$ cat src/rtl/rom_arbiter_pkg.sv
// Shared constants and types for the instruction-ROM arbiter.
// Exception codes, width encodings, requester ids and FSM states.
package rom_arbiter_pkg;

    localparam int EXCEPTION_LEN = 4;

    localparam logic [EXCEPTION_LEN-1:0] EXCEP_OK               = 4'd0;
    localparam logic [EXCEPTION_LEN-1:0] EXCEP_INVALID_MEM_READ = 4'd2;

    localparam logic [1:0] MEM_WIDTH_NONE = 2'd0;
    localparam logic [1:0] MEM_WIDTH_BYTE = 2'd1;
    localparam logic [1:0] MEM_WIDTH_HALF = 2'd2;
    localparam logic [1:0] MEM_WIDTH_WORD = 2'd3;

    localparam logic ARB_ID_FETCH = 1'b0;
    localparam logic ARB_ID_LOAD  = 1'b1;

    typedef enum logic {
        ROM_ARB_IDLE = 1'b0,
        ROM_ARB_BUSY = 1'b1
    } rom_arb_state_e;

    typedef struct packed {
        logic [31:0] addr;
        logic [1:0]  width;
    } rom_req_t;

endpackage

$ cat src/rtl/rom_arbiter_rr_pick2.sv
// Two-input round-robin picker: a lone request wins outright,
// a tie goes to the requester that did not win last time.
module rr_pick2
    import rom_arbiter_pkg::*;
(
    input  logic [1:0] valid_i,
    input  logic       last_i,
    output logic       grant_o,
    output logic       any_o
);

    always_comb begin
        any_o   = |valid_i;
        grant_o = ARB_ID_FETCH;
        if (&valid_i) begin
            grant_o = ~last_i;
        end else if (valid_i[ARB_ID_LOAD]) begin
            grant_o = ARB_ID_LOAD;
        end
    end

endmodule

$ cat src/rtl/rom_arbiter.sv
// Shares the instruction ROM between fetch and load: round-robin issue,
// one tracked access, 1-cycle response routing and an ack timeout.
module rom_arbiter
    import rom_arbiter_pkg::*;
#(
    parameter int TIMEOUT_CYCLES = 4
) (
    input  logic                     clk,
    input  logic                     rst,

    input  logic [31:0]              fetch_addr_In,
    input  logic [1:0]               fetch_dataWidth_In,
    input  logic                     fetch_valid_In,
    output logic                     fetch_ready_Out,
    output logic [31:0]              fetch_data_Out,
    output logic [EXCEPTION_LEN-1:0] fetch_exception_Out,
    output logic                     fetch_respValid_Out,

    input  logic [31:0]              load_addr_In,
    input  logic [1:0]               load_dataWidth_In,
    input  logic                     load_valid_In,
    output logic                     load_ready_Out,
    output logic [31:0]              load_data_Out,
    output logic [EXCEPTION_LEN-1:0] load_exception_Out,
    output logic                     load_respValid_Out,

    output logic [31:0]              rom_addr_Out,
    output logic [1:0]               rom_dataWidth_Out,
    output logic                     rom_inputValid_Out,
    input  logic [31:0]              rom_data_In,
    input  logic                     rom_operationOK_In,
    input  logic [EXCEPTION_LEN-1:0] rom_exception_In
);

    localparam int TW = (TIMEOUT_CYCLES > 2) ? $clog2(TIMEOUT_CYCLES) : 1;
    localparam logic [TW-1:0] TLAST = TW'(TIMEOUT_CYCLES - 1);

    rom_arb_state_e           state_q, state_d;
    logic                     grant_q, grant_d;
    logic                     last_q, last_d;
    logic [EXCEPTION_LEN-1:0] exc_q, exc_d;
    logic [TW-1:0]            tcnt_q, tcnt_d;

    logic                     win;
    logic                     any;
    logic                     busy;
    logic                     issue_win;
    logic                     issue;
    logic                     resp;
    logic                     tout;
    rom_req_t                 sel;
    logic                     rsp_any;
    logic [31:0]              rsp_data;
    logic [EXCEPTION_LEN-1:0] rsp_exc;

    rr_pick2 u_pick (
        .valid_i ({load_valid_In, fetch_valid_In}),
        .last_i  (last_q),
        .grant_o (win),
        .any_o   (any)
    );

    // Everything below is gated by rst so outputs drop as soon as it falls.
    always_comb begin
        busy      = (state_q == ROM_ARB_BUSY);
        issue_win = !busy || rom_operationOK_In;
        issue     = rst && issue_win && any;
        resp      = rst && busy && rom_operationOK_In;
        tout      = rst && busy && !rom_operationOK_In && (tcnt_q == TLAST);
    end

    always_comb begin
        state_d = state_q;
        grant_d = grant_q;
        last_d  = last_q;
        exc_d   = exc_q;
        tcnt_d  = tcnt_q;
        if (busy) begin
            if (rom_operationOK_In) begin
                state_d = ROM_ARB_IDLE;
            end else begin
                tcnt_d = tcnt_q + 1'b1;
                if (tout) begin
                    state_d = ROM_ARB_IDLE;
                end
            end
        end
        if (issue) begin
            state_d = ROM_ARB_BUSY;
            grant_d = win;
            last_d  = win;
            exc_d   = rom_exception_In;
            tcnt_d  = '0;
        end
    end

    always_ff @(posedge clk or negedge rst) begin
        if (!rst) begin
            state_q <= ROM_ARB_IDLE;
            grant_q <= ARB_ID_FETCH;
            last_q  <= ARB_ID_LOAD;
            exc_q   <= EXCEP_OK;
            tcnt_q  <= '0;
        end else begin
            state_q <= state_d;
            grant_q <= grant_d;
            last_q  <= last_d;
            exc_q   <= exc_d;
            tcnt_q  <= tcnt_d;
        end
    end

    always_comb begin
        sel.addr  = fetch_addr_In;
        sel.width = fetch_dataWidth_In;
        if (win == ARB_ID_LOAD) begin
            sel.addr  = load_addr_In;
            sel.width = load_dataWidth_In;
        end
        rom_inputValid_Out = issue;
        rom_addr_Out       = issue ? sel.addr : '0;
        rom_dataWidth_Out  = issue ? sel.width : '0;
        fetch_ready_Out    = issue && (win == ARB_ID_FETCH);
        load_ready_Out     = issue && (win == ARB_ID_LOAD);
    end

    // A faulted access never exposes ROM data to the requester.
    always_comb begin
        rsp_any  = resp || tout;
        rsp_data = '0;
        rsp_exc  = EXCEP_OK;
        if (resp) begin
            rsp_exc = exc_q;
            if (exc_q == EXCEP_OK) begin
                rsp_data = rom_data_In;
            end
        end else if (tout) begin
            rsp_exc = EXCEP_INVALID_MEM_READ;
        end
    end

    always_comb begin
        fetch_respValid_Out = 1'b0;
        fetch_data_Out      = '0;
        fetch_exception_Out = EXCEP_OK;
        load_respValid_Out  = 1'b0;
        load_data_Out       = '0;
        load_exception_Out  = EXCEP_OK;
        if (rsp_any) begin
            if (grant_q == ARB_ID_LOAD) begin
                load_respValid_Out  = 1'b1;
                load_data_Out       = rsp_data;
                load_exception_Out  = rsp_exc;
            end else begin
                fetch_respValid_Out = 1'b1;
                fetch_data_Out      = rsp_data;
                fetch_exception_Out = rsp_exc;
            end
        end
    end

endmodule
$ cat config.mk
export PLATFORM = sky130hd
export DESIGN_NAME = rom_arbiter
export DESIGN_NICKNAME = d
export VERILOG_FILES = /design/src/rtl/rom_arbiter_pkg.sv /design/src/rtl/rom_arbiter_rr_pick2.sv /design/src/rtl/rom_arbiter.sv
export SDC_FILE = /design/constraint.sdc
export NUM_CORES = 1
export LEC_CHECK = 0
export ABC_AREA = 1
export CORE_MARGIN = 2
export CORE_UTILIZATION = 24
export CTS_BUF_LIST = sky130_fd_sc_hd__clkbuf_4 sky130_fd_sc_hd__clkbuf_8
export DETAILED_ROUTE_END_ITERATION = 10
export GPL_TIMING_DRIVEN = 0
export MAX_ROUTING_LAYER = met4
export PLACE_DENSITY_LB_ADDON = 0.3
export SETUP_SLACK_MARGIN = 0.3
export SLEW_MARGIN = 20
export SYNTH_ARGS = -nofsm -noshare
export SYNTH_HDL_FRONTEND = slang
export SYNTH_SLANG_ARGS = --single-unit
$ cat constraint.sdc
create_clock -name clk -period 1.45 [get_ports clk]
set_input_delay 0.29 -clock clk [delete_from_list [all_inputs] [get_ports clk]]
set_output_delay 0.29 -clock clk [all_outputs]
set_load 0.005 [all_outputs]
==> results <==
## cell type report
| cell class | count | area (sq um) |
|---|---|---|
| multi-input cells | 253 | 2560 |
| repair buffers | 280 | 2490 |
| fillers | 315 | 813 |
| plain buffers | 34 | 463 |
| flip-flops and latches | 9 | 228 |
| well taps | 96 | 120 |
| inverters | 15 | 71.3 |
| clock buffers | 4 | 48.8 |
## metal layers
metal | GRT usage, % | vias up
met4 | 7.83 | 0
met5 | - | -
met3 | 6.50 | 102
met2 | 57.1 | 271
met1 | 31.2 | 1811
li1 | - | 1665
## metrics by stage
step           hold WS, ns  total power, mW  worst slack [ns]
6_report             0.121             3.54            -0.447
5_1_grt              0.127             3.68            -0.494
4_1_cts              0.101             2.93            -0.382
3_5_place_dp         0.487             2.01             -1.37
3_3_place_gp         0.476             1.98             -1.32
2_1_floorplan     -0.00559             1.32             0.140
## what timing repair did
action,CTS,global route
cloned,11,6
endpoints found under the setup margin,120,118
buffers inserted,33,13
hold buffers,1,0
gates resized for setup,570,131
pin swaps,17,35
endpoints found under the hold margin,8,0
## cells in the final DEF, fill, tap and decap left out, types with 3 or more instances in the layout
| cell type | netlist | routed |
|---|---|---|
| nor3_4 | 0 | 23 |
| clkbuf_8 | 0 | 4 |
| buf_8 | 0 | 7 |
| clkbuf_16 | 0 | 5 |
| nand2_8 | 0 | 4 |
| inv_1 | 12 | 8 |
| clkdlybuf4s50_1 | 0 | 104 |
| buf_12 | 0 | 15 |
| inv_2 | 3 | 4 |
| buf_16 | 0 | 5 |
| buf_6 | 7 | 41 |
| nand3_4 | 0 | 31 |
| buf_2 | 15 | 107 |
| nand2_4 | 2 | 14 |
| nor2_1 | 9 | 5 |
| nand3_1 | 76 | 33 |
| clkbuf_2 | 0 | 6 |
| a21oi_2 | 0 | 31 |
| nor2_4 | 0 | 3 |
| a21oi_4 | 0 | 4 |
| buf_4 | 0 | 20 |
| dfrtp_1 | 8 | 7 |
| nor3_2 | 0 | 45 |
| nand3_2 | 1 | 13 |
| nand2_1 | 55 | 15 |
| nand2_2 | 1 | 27 |
## power by group through the flow
stage	clock network, mW	logic [mW]	registers [mW]
5_1_grt	0.320	3.00	0.364
2_1_floorplan	0	0.976	0.342
3_3_place_gp	0	1.63	0.349
3_5_place_dp	0	1.66	0.350
6_report	0.307	2.88	0.359
4_1_cts	0.306	2.28	0.345
## state kept, by name (all words and copies together) (netlist names)
register  flops
last_q        1
busy          1
grant_q       1
tcnt_q        2
exc_q         4
## worst paths after layout
check                           cells after the start      from                end  slack [ns]
max in group asynchronous                           2       rst               busy        0.48
worst min-delay path                                1       rst             last_q        0.12
worst max-delay path                                7  exc_q[0]  load_data_Out[24]       -0.45
min in group clk                                    4       rst               busy        0.48
worst max register to register                      9      busy           exc_q[1]       -0.07
worst min register to register                      2    last_q             last_q        0.51
## logic make-up (layout without fill, tap and decap cells)
| logic type | Yosys count | in the layout | synth area share, % |
|---|---|---|---|
| AND/OR/NAND/NOR | 215 | 217 | 60.3 |
| buffers and inverters | 49 | 333 | 15.1 |
| adder cells (fa/ha/maj) | 1 | 1 | 0.742 |
| AO/OA/AOI/OAI | 35 | 35 | 10.4 |
| flip-flops | 9 | 9 | 13.4 |
==> results.yml <==
min_path:
  hold_path.class: "input pin to asynchronous set/reset pin"
job:
  drv_cap: 0
sta:
  finalSetupTns_ns: -36.71
  tightest_slew_ns: 0.455
  finClkSkew_ns: 0.00289
  fin_ws_ns: -0.447
  rsz0062_at_grt: "yes"
  min_period_ns: 1.90
  fmax_mhz: 527
  slew_headroom_pct: 69.6
  post-route-period-util_pct: 131
  slew_violations: 0
  setup_viol: 114
  finalHoldViolCount: 0
die:
  core-area_sq_mm: 0.00679
  initial_utilization_pct: 24.8
  fp-row-count: 30
  fp.dieH_um: 87.8
  pin_count: 220
  die_x_um: 87.8
  dieArea_sq_mm: 0.00771
logic_synthesis:
  synth_common_cells: "nand3_1, nor3_1, nand2_1"
  yosys.area.top_type_share_pct: 22.6
  synth_top_area_cell: "nand3_1"
  ys_ff_latch: 9
  synth.area.top_cells: "nand3_1, nor3_1, nand2_1"
  syn-cell-area_sq_mm: 0.00169
  async_flop_share_pct: 100
  synth_edf_count: 0
  synth_warnings: 0
  ys_seq_area_share_pct: 13.4
  syn-instance-count: 309
  synth_flop_cell: "dfrtp_1"
  synth_cell_types: 18
  synth_area_per_cell_sq_um: 5.45
  synth_most_common_cell: "nand3_1"
  syn-num-nets: 419
power_and_ir_drop:
  p_leak_nw: 2.58
  seqPwrFrac_pct: 10.1
  p_int_mw: 1.90
  p_sw_share_pct: 46.4
  clockPowerShare_pct: 8.7
  vdd_ir_drop_max_mv: 0.409
  p_switching_mw: 1.64
  power_density_mw_per_mm2: 592
  combPwrFrac_pct: 81.2
global_route:
  grt_max_degree: 12
  grt_pass1_vias: 3640
  antenna_found_initial: 0
  gr-usage-all-layers_pct: 30.1
  grt-ovfl-total: 0
  grt_pass1_wl_mm: 18.1
run_status:
  outcome: "complete, but fails checks"
  violations: "setup timing"
routing:
  wl_mm: 15.1
  met3_length_mm: 1.18
  drc_errors: 0
  dr.pass1.iters: 6
  via_per_inst: 5.57
  drtAntennaViolNets: 0
  drt_iter0_drc: 161
  wl_met1_mm: 5.02
  vias: 3849
  topRoutingLayerUsed: "met4"
  wl_per_cell_um: 21.8
  dr_wl_met2_mm: 7.89
clocking:
  clock_sinks: 9
  clockBufferDepth: 2
  cts_root_buf: "clkbuf_8"
  clk_latency_ns: 0.23
  numCtsBuffers: 3
  htree_num_levels: 1
  cts_tree: "yes"
  clk_pin_slew_worst_paths_ns: 0.04
worst_setup_path:
  critPathSlowestCell: "dfrtp_1"
  cp_max_fo: 4
  crit_chain: "nor2_4 -> buf_6 -> buf_8 -> buf_12 -> nand3_4 -> nor3_2 -> buf_2"
  critPathBufInv: 4
  critPathArrivalTime_ns: 1.61
  crit_path_end_kind: "primary output"
  cp_top_family: "buffers and inverters"
  start_kind: "flip-flop"
  crit_required_ns: 1.16
  crit_type: "flip-flop to primary output"
  cpPeakStageDelay_ns: 0.40
layout:
  drive_above_1_share_pct: 70.6
  diodes: 0
  fin_area_sq_mm: 0.00598
  fin_util_pct: 88.0
  syn_to_final_growth_pct: 255
  fin_cells: 691
  nNetsFinal: 706
place:
  io_buffers: 218
  placed_area_sq_mm: 0.00470
  dp.cells: 623
  gp_congestion: 0.921
  dp.final_hpwl_mm: 8.23
No activity file was read; power rests on OpenSTA's default activity.
